### src/rtl/poly_eval_actor.sv
// poly_eval_actor: fifo-fed Horner evaluator popping x then a_N..a_0 and pushing one result.
module poly_eval_actor #(
  parameter int DATA_WIDTH = 8,
  parameter int DEGREE = 2,
  parameter int IDX_WIDTH = 3
) (
  input  logic                  clk,
  input  logic                  reset,
  input  logic                  start,
  input  logic [DATA_WIDTH-1:0] in_data,
  input  logic                  in_empty,
  output logic                  in_r_en,
  input  logic                  out_full,
  output logic                  out_w_en,
  output logic [DATA_WIDTH-1:0] out_data,
  output logic                  busy,
  output logic                  done
);
  typedef enum logic [1:0] {IDLE, FETCH, CAPTURE, WRITE} state_t;
  localparam logic [IDX_WIDTH-1:0] LAST = IDX_WIDTH'(DEGREE + 1);
  state_t state;
  logic [DATA_WIDTH-1:0] x_reg, acc, next_acc;
  logic [IDX_WIDTH-1:0] idx;
  // Low DATA_WIDTH bits of the product are sign-agnostic, so plain wrapping arithmetic suffices.
  always_comb next_acc = idx == IDX_WIDTH'(1) ? in_data : acc * x_reg + in_data;
  assign in_r_en = state == FETCH && !in_empty;
  assign out_w_en = state == WRITE && !out_full;
  assign busy = state != IDLE;
  always_ff @(posedge clk) begin
    if (reset) begin
      state <= IDLE;
      done <= 1'b0;
      out_data <= '0;
      x_reg <= '0;
      acc <= '0;
      idx <= '0;
    end else begin
      done <= 1'b0;
      case (state)
        IDLE: if (start) begin
          state <= FETCH;
          idx <= '0;
        end
        FETCH: if (!in_empty) state <= CAPTURE;
        CAPTURE: begin
          if (idx == '0) x_reg <= in_data;
          else acc <= next_acc;
          idx <= idx + IDX_WIDTH'(1);
          if (idx == LAST) begin
            out_data <= next_acc;
            state <= WRITE;
          end else state <= FETCH;
        end
        WRITE: if (!out_full) begin
          state <= IDLE;
          done <= 1'b1;
        end
        default: state <= IDLE;
      endcase
    end
  end
endmodule

### config.mk
export PLATFORM = sky130hd
export DESIGN_NAME = poly_eval_actor
export DESIGN_NICKNAME = d
export VERILOG_FILES = /design/src/rtl/poly_eval_actor.sv
export SDC_FILE = /design/constraint.sdc
export NUM_CORES = 1
export LEC_CHECK = 0
export ABC_AREA = 1
export BUFFER_PORTS_ARGS = -buffer_cell sky130_fd_sc_hd__buf_2
export CAP_MARGIN = 20
export CORE_MARGIN = 2
export CORE_UTILIZATION = 61
export CTS_CLUSTER_SIZE = 10
export DETAILED_ROUTE_END_ITERATION = 12
export PLACE_DENSITY = 0.8
export SLEW_MARGIN = 10
export SYNTH_ARGS = -nofsm -noshare
export SYNTH_HDL_FRONTEND = slang
export SYNTH_SLANG_ARGS = --single-unit
### constraint.sdc
create_clock -name clk -period 7 [get_ports clk]
set_input_delay 0.35 -clock clk [delete_from_list [all_inputs] [get_ports clk]]
set_output_delay 0.35 -clock clk [all_outputs]
set_load 0.03 [all_outputs]
Word-level counts from Yosys, hierarchy flattened
Cells that the tools add are included.
{"block": "op_classes", "add_sub_neg": 2, "multipliers": 1, "eq_ne": 8, "muxes": 9, "bitwise": 2, "n_reduce_logical": 14}
{"operator": "adder 8 bit", "count": 1}
{"operator": "multiplier 8 x 8 -> 8 bit", "count": 1}
{"operator": "2-to-1 mux 2 bit", "count": 4}
{"operator": "2-to-1 mux 8 bit", "count": 1}
{"operator": "case mux 2 bit (4 select lines)", "count": 1}
{"operator": "AND reduction 2 bit", "count": 4}
{"operator": "inequality test 2 bit (second input constant)", "count": 3}
{"operator": "case mux 3 bit (2 select lines)", "count": 1}
{"operator": "== test 2 bit (second input constant)", "count": 2}
{"operator": "nonzero test 2 bit", "count": 2}
{"operator": "adder 3 x 1 -> 3 bit (second input constant)", "count": 1}
{"operator": "== test 3 x 1 -> 1 bit (second input constant)", "count": 1}
{"operator": "== test 3 x 2 -> 1 bit (second input constant)", "count": 1}
{"operator": "logical NOT 3 bit", "count": 1}
{"operator": "2-to-1 mux 3 bit", "count": 1}
{"operator": "AND reduction 3 bit", "count": 1}
{"operator": "== test 2 x 1 -> 1 bit (second input constant)", "count": 1}
{"operator": "logical AND 1 bit", "count": 2}
{"operator": "logical NOT 1 bit", "count": 2}
{"operator": "logical NOT 2 bit", "count": 1}
{"operator": "inverter 1 bit", "count": 2}
{"operator": "OR reduction 2 bit", "count": 1}
{"operator": "2-to-1 mux 1 bit", "count": 1}
{"block": "word_totals", "reg_bits": 30, "elab_cells": 42}

Logic depth before layout (Yosys ltp)
{"block": "depth", "depth_word": 3, "depth_mapped": 24, "mapped_depth_nobuf": 23}

Worst setup path after synthesis
OpenSTA, ideal clock, no wires.
{"block": "synth_path", "path_kind": "register -> register", "from": "register acc[1]", "to": "register acc[7]", "arrival_time_ns": 3.687, "required_ns": 6.891, "slack_ns": 3.205, "stages_incl_launch_ff": 23, "path_buffers": 1, "synth_period_minus_slack_ns": 3.795, "cell_sequence": "dfxtp_1 buf_4 nand2_1 fa_1 fa_1 inv_1 fa_1 inv_1 fa_1 inv_1 ha_1 nand2_1 nand2_1 nor2_1 nand3_1 nand2_1 nand2_1 nand2_1 nand2_2 nand3_2 nand3_1 nand2_1 inv_1"}
{"block": "synth_between", "elab_chain_len": 3}
{"item": "start, declared", "line_no": "22", "source": "logic [DATA_WIDTH-1:0] x_reg, acc, next_acc;"}
{"item": "start signal, assigned", "line_no": "47", "source": "else acc <= next_acc;"}
{"item": "multiplier 8 x 8 -> 8 bit", "line_no": "25", "source": "always_comb next_acc = idx == IDX_WIDTH'(1) ? in_data : acc * x_reg + in_data;"}
{"item": "adder 8 bit", "line_no": "25"}
{"item": "2-to-1 mux 8 bit", "line_no": "25"}
Every way passes these cells.
A chain may end at the register's enable or synchronous reset.

Worst setup path in the final report
{"block": "layout_path", "from": "register x_reg[0]", "to": "register acc[7]"}
{"block": "layout_between", "elab_chain_len": 3}
{"item": "start, declared", "line_no": "22"}
{"item": "start signal, assigned", "line_no": "46", "source": "if (idx == '0) x_reg <= in_data;"}
{"item": "multiplier 8 x 8 -> 8 bit", "line_no": "25"}
{"item": "adder 8 bit", "line_no": "25"}
{"item": "2-to-1 mux 8 bit", "line_no": "25"}
Every way passes these cells.

==> summary.md <==
| Metric | Value |
|---|---|
| Status | `finished, final reports clean` |
| Ys flop type | `dfxtp_1` |
| Critical Path Slowest Stage Cell | `fa_1` |
| Cell Pwr Density | `159 nW/µm²` |
| TNS Setup | `0 ps` |
| CP cell instances | `nand2_1 > fa_1 > fa_1 > inv_1 > fa_1 > inv_1 > fa_1 > inv_1 > ha_1 > nand2_1 > nand2_1 > nor2_1 > nand3_1 > nand2_1 > nand2_1 > nand2_1 > nand2_2 > nand3_2 > nand3_1 > nand2_1 > inv_1` |
| CTS sink count | `30` |
| Num CTS Buffers | `5` |
| Row cnt | `23` |
| CP Class | `reg2reg` |
| CTS tree | `done` |
| Top cells by area, synth | `dfxtp_1, fa_1, nand2_1, inv_1, ha_1` |
| H-tree depth | `2` |
| IR drop worst, VDD | `152 µV` |
| Final hold violations | `0` |
| Initial core utilization | `64.1%` |
| Mapped Nets | `414` |
| Critical R2R Capture | `acc[7]` |
| Wire length of the first global-routing pass | `9730 µm` |
| RSZ-0062 raised after global routing | `no` |
| Crit share post-route | `58.8%` |
| Largest family of logic cells by synthesized area | `simple AND/OR/NAND/NOR gates` |
| Post-synthesis mux area share | `0.775%` |
| PnR worst setup slack | `2880 ps` |
| Adder-Cell Fraction of Synth Area | `24.1%` |
| Largest net degree at the start of global routing | `26` |
| P&R area growth vs syn | `7.36%` |
| Reg-to-Reg Start | `x_reg[0]` |
| Yosys cell types | `28` |
| Die Wd | `69.1 µm` |
| Fillers | `355` |
| DR DRC count | `0` |
| Vias in the first global route | `2,266` |
| Port buffer count | `24` |
| Grt ovf | `0` |
| Number of synthesized flops with an enable pin | `0` |
| Seq/Total Area, Yosys | `23.2%` |
| Tightest Hold Check Type | `in2reg` |
| Cells resized by post-CTS repair | `0` |
| Post-CTS setup buffer count | `0` |
| Die Height | `69.1 µm` |
| Worst path most repeated cell | `nand2_1` |
| DP Area | `2680 µm²` |
| PnR Total Power | `0.442 mW` |
| Die Area | `4770 µm²` |
| Via/cell ratio | `5.19` |
| Register bit total from synthesis | `30` |
| Hold path cells | `2` |
| GPL Wtd Cong | `0.909` |
| Setup violators final | `0` |
| DRT antenna net count | `0` |
| Synth warnings | `0` |
| Ys async rst share | `0%` |
| Top cells by count, synth | `nand2_1, inv_1, dfxtp_1` |
| Reg2reg path depth | `21` |
| Clock insertion delay at the later pin of the skew report | `280 ps` |
| Most instantiated library cell after synthesis | `nand2_1` |
| Io pins | `25` |
| Initial antenna violation count | `0` |
| Detailed Route WL | `5290 µm` |
| Crit-path max FO | `9` |
| Top cell type's share of synthesized area | `23.2%` |
| Hold endpoint | `done` |
| CTS root buf | `clkbuf_8` |
| Fmax | `0.243 GHz` |
| Core area | `4030 µm²` |
| Cells after synthesis | `362` |
| Relative slew slack | `57.9%` |
| Ratio of cells with drive above 1 in the final layout | `13.9%` |
| Slew @ Worst Pin | `631 ps` |
| HPWL after DPL | `4200 µm` |
| Worst Hold Launch | `out_full` |
| XOR/XNOR Fraction of Synth Area | `1.31%` |
| Via count | `2,240` |
| WP data arrival | `4300 ps` |
| Clk pin slew, worst setup/hold paths | `70 ps` |
| CP Capture Type | `flip-flop` |
| Clock skew | `4.62 ps` |
| DRT iter0 DRCs | `75` |
| Startpoint types | `flip-flop` |
| Complex-gate fraction of the synthesized area | `10.8%` |
| Largest area contributor in the netlist | `dfxtp_1` |
| Hold Worst Slack | `254 ps` |
| Nets@finish | `433` |
| Register-to-register setup slack | `2880 ps` |
| Clock period minus final worst setup slack | `4120 ps` |
| Design area | `2770 µm²` |
| Syn_area_per_cell | `7.14 µm²` |
| Clock Tree Buf Depth | `2` |
| DP Worst Slack | `2870 ps` |
| Max-slew violations | `0` |
| Pleak | `1.60 nW` |
| Inserted Diodes | `0` |
| TritonRoute pass-1 iters | `4` |
| Syn Std Cell Area | `2580 µm²` |
| Worst path max stage delay | `530 ps` |
| Post-Synth Simple-Gate Area | `24.4%` |
| Total Routing Usage GR | `25.1%` |
| WL/cell | `12.2 µm` |
| WP data required | `7180 ps` |
| CTS Hold Bufs | `0` |
| Max_cap viols | `0` |
[routing by layer]
| metal | vias to the layer above | wire length, µm | global-route usage, % |
|---|---|---|---|
| met5 | - | 0 | 0 |
| met4 | 0 | 139 | 9.80 |
| met3 | 11 | 381 | 5.26 |
| met2 | 73 | 2430 | 41.9 |
| met1 | 1019 | 2330 | 31.8 |
| li1 | 1137 | - | - |
[logic make-up after synthesis]
group                    count (synthesis)
flip-flops                              30
multiplexers                             2
adder cells (fa/ha/maj)                 39
AND/OR/NAND/NOR                        140
XOR/XNOR                                 3
AO/OA/AOI/OAI                           54
buffers and inverters                   94
[cell usage in the layout, fill, tap and decap left out, types with 6 or more instances in the layout]
master / instances
dfxtp_1: 30
nand2_1: 83
a21oi_1: 26
buf_2: 24
fa_1: 18
nor2_1: 20
nand2_2: 11
nand3_1: 17
o21ai_0: 24
ha_1: 21
inv_1: 78
clkbuf_8: 6
[per-stage QoR]
stage,cells,utilization (%)
final,432,68.9
after global routing,432,68.9
after CTS,432,68.9
after detailed placement,424,66.5
after global placement,424,66.5
after floorplan,362,-
[final cells by class]
cell class	count	area, µm²	share of cell area (%)
multi-input cells	238	1590	57.2
flip-flops and latches	30	601	21.7
inverters	82	308	11.1
repair buffers	24	120	4.33
clock buffers	6	82.6	2.98
well taps	50	62.6	2.26
clock inverters	2	12.5	0.451
[critical path: cells and delay by family, from the launching register on]
kind | cells | cell delay [ps]
fa+ha+maj | 5 | 2320
buf+inv | 4 | 180
flops | 1 | 520
simple gates | 12 | 980
[power breakdown]
part	leakage (nW)	internal (mW)	switching (mW)	total [mW]
Combinational	1.31	0.0309	0.0607	0.0916
Clock	0.0472	0.0789	0.0677	0.147
Sequential	0.243	0.183	0.0210	0.204
Total	1.60	0.293	0.149	0.442
[worst max-delay path by stage]
stage	startpoint	end	slack, ps	cells past startpoint
2_1_floorplan	acc[1]	acc[7]	3200	22
3_3_place_gp	acc[1]	acc[7]	2970	21
3_5_place_dp	x_reg[0]	acc[7]	2870	21
4_1_cts	x_reg[0]	acc[7]	2860	21
5_1_grt	x_reg[0]	out_data[7]	2570	21
6_report	x_reg[0]	acc[7]	2880	21
Note: power is estimated with default switching activity, not from simulation.
